### config.mk
export PLATFORM = sky130hd
export DESIGN_NAME = alarm_responder
export DESIGN_NICKNAME = d
export VERILOG_FILES = /design/src/rtl/alarm_pkg.sv /design/src/rtl/tone_gen.sv /design/src/rtl/alarm_responder.sv
export SDC_FILE = /design/constraint.sdc
export NUM_CORES = 1
export LEC_CHECK = 0
export ABC_AREA = 1
export ABC_CLOCK_PERIOD_IN_PS = 1700
export CAP_MARGIN = 40
export CELL_PAD_IN_SITES_DETAIL_PLACEMENT = 0
export CELL_PAD_IN_SITES_GLOBAL_PLACEMENT = 1
export CORE_MARGIN = 5
export CORE_UTILIZATION = 39
export DETAILED_ROUTE_END_ITERATION = 8
export PLACE_DENSITY = 0.8
export SKIP_LAST_GASP = 1
export SLEW_MARGIN = 20
export SYNTH_ARGS = -nofsm -noshare
export SYNTH_HDL_FRONTEND = slang
export SYNTH_HIERARCHICAL = 1
export SYNTH_SLANG_ARGS = --single-unit
export TNS_END_PERCENT = 10
### constraint.sdc
create_clock -name CLK -period 1.7 [get_ports CLK]
set_input_delay 0.17 -clock CLK [delete_from_list [all_inputs] [get_ports CLK]]
set_output_delay 0.17 -clock CLK [all_outputs]
set_load 0.05 [all_outputs]
### src/rtl/alarm_pkg.sv
// Shared types for the alarm-clock datapath: FSM states, day length and
// the seconds-of-day time type used by the compare and counter blocks.
package alarm_pkg;

    typedef enum logic [1:0] {
        IDLE   = 2'd0,
        RING   = 2'd1,
        SNOOZE = 2'd2
    } state_t;

    localparam int DAY_SEC = 86400;

    typedef logic [16:0] time_t;

endpackage

### src/rtl/tone_gen.sv
// Tone and cadence generator: a square wave gated by a beep on/off cadence.
// Counters are held at zero while disabled, so every ring restarts the
// pattern with the gate on and the tone phase low.
module tone_gen
    import alarm_pkg::*;
#(
    parameter int TONE_HALF = 25,
    parameter int BEEP_ON   = 50000,
    parameter int BEEP_OFF  = 50000
) (
    input  logic CLK,
    input  logic i_rst,
    input  logic i_en,
    output logic o_piezo
);

    localparam int CAD_LEN = BEEP_ON + BEEP_OFF;
    localparam int TW      = (TONE_HALF > 1) ? $clog2(TONE_HALF) : 1;
    localparam int CW      = (CAD_LEN > 1) ? $clog2(CAD_LEN) : 1;

    logic [TW-1:0] r_tone_cnt;
    logic          r_tone_q;
    logic [CW-1:0] r_cad_cnt;
    logic          w_gate;

    // Tone half-period and cadence counters; cleared whenever not ringing.
    always_ff @(posedge CLK) begin
        // NOTE: sequential state uses non-blocking assignments so every
        // register samples the pre-edge values of its neighbours.
        if (i_rst || !i_en) begin
            r_tone_cnt <= '0;
            r_tone_q   <= 1'b0;
            r_cad_cnt  <= '0;
        end else begin
            if (r_tone_cnt == TW'(TONE_HALF - 1)) begin
                r_tone_cnt <= '0;
                r_tone_q   <= ~r_tone_q;
            end else begin
                r_tone_cnt <= r_tone_cnt + 1'b1;
            end
            if (r_cad_cnt == CW'(CAD_LEN - 1)) begin
                r_cad_cnt <= '0;
            end else begin
                r_cad_cnt <= r_cad_cnt + 1'b1;
            end
        end
    end

    assign w_gate  = (r_cad_cnt < CW'(BEEP_ON));
    // Built only from flops and the enable, so it drops the cycle RING ends.
    assign o_piezo = r_tone_q & w_gate & i_en;

endmodule

### src/rtl/alarm_responder.sv
// Alarm responder: rings on a rising ALARM_DOING, services STOP/SNOOZE,
// schedules snooze re-rings with midnight wrap, and auto-stops a ring.
module alarm_responder
    import alarm_pkg::*;
#(
    parameter int TONE_HALF  = 25,
    parameter int BEEP_ON    = 50000,
    parameter int BEEP_OFF   = 50000,
    parameter int RING_CYC   = 3000000,
    parameter int SNOOZE_SEC = 300,
    parameter int MAX_SNOOZE = 3
) (
    input  logic        CLK,
    input  logic        RESET,
    input  logic        ALARM_DOING,
    input  logic [16:0] CURRENT_TIME,
    input  logic        STOP_BTN,
    input  logic        SNOOZE_BTN,
    output logic        PIEZO,
    output logic        RINGING,
    output logic        SNOOZE_PENDING,
    output logic [1:0]  SNOOZE_LEFT,
    output logic        ALARM_ACK
);

    localparam int RW = (RING_CYC > 1) ? $clog2(RING_CYC) : 1;

    state_t        r_state;
    logic          r_doing_q;
    logic [1:0]    r_snooze_left;
    logic          r_ack;
    time_t         r_wake;
    logic [RW-1:0] r_ring_cnt;

    logic          w_rise;
    logic [17:0]   w_sum;
    time_t         w_wake;
    logic          w_timeout;

    assign w_rise    = ALARM_DOING & ~r_doing_q;
    assign w_sum     = 18'(CURRENT_TIME) + 18'(SNOOZE_SEC);
    assign w_wake    = (w_sum >= 18'(DAY_SEC)) ? time_t'(w_sum - 18'(DAY_SEC))
                                                : w_sum[16:0];
    assign w_timeout = (r_ring_cnt == RW'(RING_CYC - 1));

    // Edge-detect history; loaded even during reset so a level that is
    // already high when reset releases is not mistaken for a new alarm.
    always_ff @(posedge CLK) begin
        r_doing_q <= ALARM_DOING;
    end

    // Responder FSM with registered status, ACK pulse, wake time and ring timer.
    always_ff @(posedge CLK) begin
        if (RESET) begin
            r_state       <= IDLE;
            r_snooze_left <= 2'(MAX_SNOOZE);
            r_ack         <= 1'b0;
            r_wake        <= '0;
            r_ring_cnt    <= '0;
        end else begin
            r_ack <= 1'b0;
            case (r_state)
                IDLE: begin
                    if (w_rise) begin
                        r_state       <= RING;
                        r_snooze_left <= 2'(MAX_SNOOZE);
                        r_ring_cnt    <= '0;
                    end
                end
                RING: begin
                    // An exhausted snooze budget turns SNOOZE into STOP.
                    if (STOP_BTN || (SNOOZE_BTN && r_snooze_left == 2'd0)) begin
                        r_state <= IDLE;
                        r_ack   <= 1'b1;
                    end else if (SNOOZE_BTN) begin
                        r_state       <= SNOOZE;
                        r_snooze_left <= r_snooze_left - 2'd1;
                        r_wake        <= w_wake;
                    end else if (w_timeout) begin
                        r_state <= IDLE;
                        r_ack   <= 1'b1;
                    end else begin
                        r_ring_cnt <= r_ring_cnt + 1'b1;
                    end
                end
                SNOOZE: begin
                    // User STOP wins, then a fresh alarm, then the snooze wake-up.
                    if (STOP_BTN) begin
                        r_state <= IDLE;
                    end else if (w_rise) begin
                        r_state       <= RING;
                        r_snooze_left <= 2'(MAX_SNOOZE);
                        r_ring_cnt    <= '0;
                    end else if (CURRENT_TIME == r_wake) begin
                        r_state    <= RING;
                        r_ring_cnt <= '0;
                    end
                end
                default: begin
                    r_state <= IDLE;
                end
            endcase
        end
    end

    assign RINGING        = (r_state == RING);
    assign SNOOZE_PENDING = (r_state == SNOOZE);
    assign SNOOZE_LEFT    = r_snooze_left;
    assign ALARM_ACK      = r_ack;

    tone_gen #(
        .TONE_HALF (TONE_HALF),
        .BEEP_ON   (BEEP_ON),
        .BEEP_OFF  (BEEP_OFF)
    ) u_tone_gen (
        .CLK     (CLK),
        .i_rst   (RESET),
        .i_en    (RINGING),
        .o_piezo (PIEZO)
    );

endmodule

==> run metrics <==
core area=approximately 11000 um^2; sequential fraction of the synthesis area=between 20% and 30%; Final GP Congestion=~0.86; clock input transition at the sequential cells of the worst setup and hold paths=approximately 0.060 ns; post-route cell area=around 6500 um^2; H-tree depth=3; height of the chip=roughly 120 um; total grt overflow=0; WHS=0.261 ns; status=complete, but fails checks; gr usage total=roughly 18%; ranking of synthesized cells by area=dfxtp_1, nand2_1, nor2_1, inv_1, a21oi_1; met1 Use GR=23.9%; post-route setup TNS=-3.52 ns; Root Driver=clkbuf_16; worst-margin pin slew=around 0.5 ns; Fmax achieved=533 MHz; Critical Path End Type=register; Synth cell types=42; CTS Hold Bufs=0; Final #Nets=approximately 860; cell area after synthesis=4580 um^2; failing checks=negative setup slack; Yosys top cell by area=dfxtp_1; critical path peak fanout=11; I/O pins=28; Num CTS Buffers=9; Max VDD drop=approximately 0.00051 V; Setup WS pre-CTS=-0.732 ns; GR Util met2=30.9%; post-synth top area share=29.7%; final core utilization=~57%; Critical Path AT=between 2 and 2.5 ns; Chip Width=roughly 120 um; HPWL after DPL=9.61 mm; largest net degree at the start of global routing=22; DRC=0; Filler Cell Count=1079; CTS tree=done; # rows=39; Layout Area Growth over Synthesis=42.5%; Pwr per Cell Area=around 700 nW/um^2; total number of vias=roughly 5000; Crit Path Class=reg -> reg; fraction of the cycle the final worst path needs=110%; post-route clock skew=0.00636 ns; M3 GR Usage=~3.7%; first-pass GRT wire length=between 20 and 25 mm; Sink Count=68; vias in the first global route=4755; max incr delay on CP=approximately 0.32 ns; # diodes=0; initial antenna violation count=0; WL final=roughly 13 mm; HP Class=in -> reg; Tot Pwr=4.59 mW; DR iter-0 viols=approximately 360; clk buf depth=2; DP Cell Count=945; Initial Util=39.9%; wire length per cell=around 13 um; endpoints failing hold=0; most crowded layer after global routing=met2; relative slew slack=66.6%; Post-Layout Cell Count=roughly 980; post-route setup slack=-0.176 ns; syn_nets=just over 700; fraction of registers with async set/reset=0%; worst path cell trace=xor2_1, nor2_1, nand4_1, nor2_1, nand2_1, nand3b_4, buf_6, buf_12, nand4_1, a21oi_2; CP Launch Type=register; Req. time, crit path=approximately 2 ns; RSZ-0062 raised after global routing=yes; placed cell area=a little under 6000 um^2; slowest stage cell, crit path=dfxtp_1; Max-cap violations=0; die area=about 14000 um^2; Seq cells post-synth=68; number of flops mapped to enable cells by yosys=0; PortBufs=27; Mean Syn Cell Area=about 6.7 um^2; clk_lat worst skew=0.33 ns; Setup violations, final=34; Main synth FF type=dfxtp_1; max-slew violations=0; drt first pass iters=5; DR vias/cell=5.06; Gate Count Post-Synth=approximately 680; yosys warns=6; Lkg Pwr=2.66 nW; antenna viol nets, final=0; fraction of layout cells with a size suffix above 1=31.8%; Period minus WS final=1.88 ns
[critical path: cells and delay by family, from the launching register on]
family | cells | cell delay [ns]
XOR/XNOR | 1 | 0.16
AO/OA/AOI/OAI | 1 | 0.16
AND/OR/NAND/NOR | 6 | 0.88
buffers and inverters | 2 | 0.28
flip-flops | 1 | 0.32
[cells in the final DEF, fill, tap and decap left out, types with 7 or more instances in the layout]
| cell type | Yosys | layout |
|---|---|---|
| nand2_1 | 141 | 131 |
| buf_4 | 4 | 116 |
| nor2_1 | 98 | 94 |
| dfxtp_1 | 68 | 63 |
| inv_1 | 70 | 60 |
| nand3_1 | 44 | 37 |
| a21oi_1 | 44 | 35 |
| nand4_1 | 32 | 32 |
| xor2_1 | 24 | 24 |
| nand2_2 | 13 | 22 |
| xnor2_1 | 19 | 19 |
| nor3_1 | 17 | 17 |
| o21ai_0 | 17 | 17 |
| inv_2 | 7 | 15 |
| nand3_2 | 8 | 15 |
| nor2_2 | 12 | 12 |
| a21oi_2 | 3 | 11 |
| clkbuf_16 | 0 | 10 |
| dlygate4sd2_1 | 0 | 8 |
| clkdlybuf4s50_1 | 0 | 7 |
| buf_12 | 0 | 7 |
[timing repair]
item                                    in CTS  in global routing
resized for setup                           62                 24
endpoints found under the hold margin        0                  0
setup buffers                                9                  4
endpoints found under the setup margin      34                 36
pin swaps                                   28                  5
gates cloned                                 1                  1
[path summary, 6_finish.rpt]
kind	start	endpoint	slack [ns]	cells after the start
hold reg to reg	u_tone_gen/r_cad_cnt[0]	u_tone_gen/r_cad_cnt[0]	0.46	1
setup reg to reg	r_wake[8]	r_ring_cnt[11]	-0.18	10
setup / recovery	r_wake[8]	r_ring_cnt[11]	-0.18	10
hold / removal	CURRENT_TIME[2]	r_wake[2]	0.26	3
[sequential cells by signal, indices dropped and copies added (netlist names)]
name                   count
ALARM_ACK                  1
r_wake                    17
u_tone_gen/r_cad_cnt      17
r_ring_cnt                22
r_doing_q                  1
r_state                    2
u_tone_gen/r_tone_q        1
SNOOZE_LEFT                2
u_tone_gen/r_tone_cnt      5
[logic make-up (layout without fill, tap and decap cells)]
group | after synthesis | in the layout | share of synthesized area, %
compound gates | 80 | 80 | 10.3
simple gates | 388 | 389 | 40.2
xor+xnor | 44 | 44 | 8.58
flops | 68 | 68 | 29.7
buf+inv | 97 | 245 | 9.29
fa+ha+maj | 7 | 7 | 1.91
[final cells by class]
cell class / count / area (um^2) / area share (%)
well taps: 143 / 179 / 2.74
clock inverters: 7 / 98.8 / 1.51
flip-flops and latches: 68 / 1370 / 21.0
clock buffers: 9 / 225 / 3.45
repair buffers: 151 / 1310 / 20.0
inverters: 78 / 303 / 4.64
multi-input cells: 520 / 3040 / 46.6
[cell usage after synthesis, types with 5 or more instances]
| library cell | n |
|---|---|
| nor2_1 | 98 |
| nand2_2 | 13 |
| nor2_2 | 12 |
| nand3_2 | 8 |
| buf_6 | 5 |
| clkbuf_1 | 7 |
| dfxtp_1 | 68 |
| nand2_1 | 141 |
| a21oi_1 | 44 |
| inv_2 | 7 |
| o21ai_0 | 17 |
| nand3_1 | 44 |
| inv_1 | 70 |
| nand4_1 | 32 |
| ha_1 | 7 |
| xnor2_1 | 19 |
| nand3b_1 | 6 |
| nor3_1 | 17 |
| xor2_1 | 24 |
[routing by layer]
metal | part of all wire [%] | vias to the layer above
li1 | - | 2521
met1 | 47 | 2308
met2 | 48 | 94
met3 | 3.8 | 17
met4 | 1.4 | 0
met5 | 0 | -
[where the power goes]
part           total [mW]  switching, mW  internal [mW]
Sequential           1.66         0.0275           1.63
Clock                2.03          0.738           1.29
Combinational       0.907          0.491          0.416
Note: power is estimated with default switching activity, not from simulation.
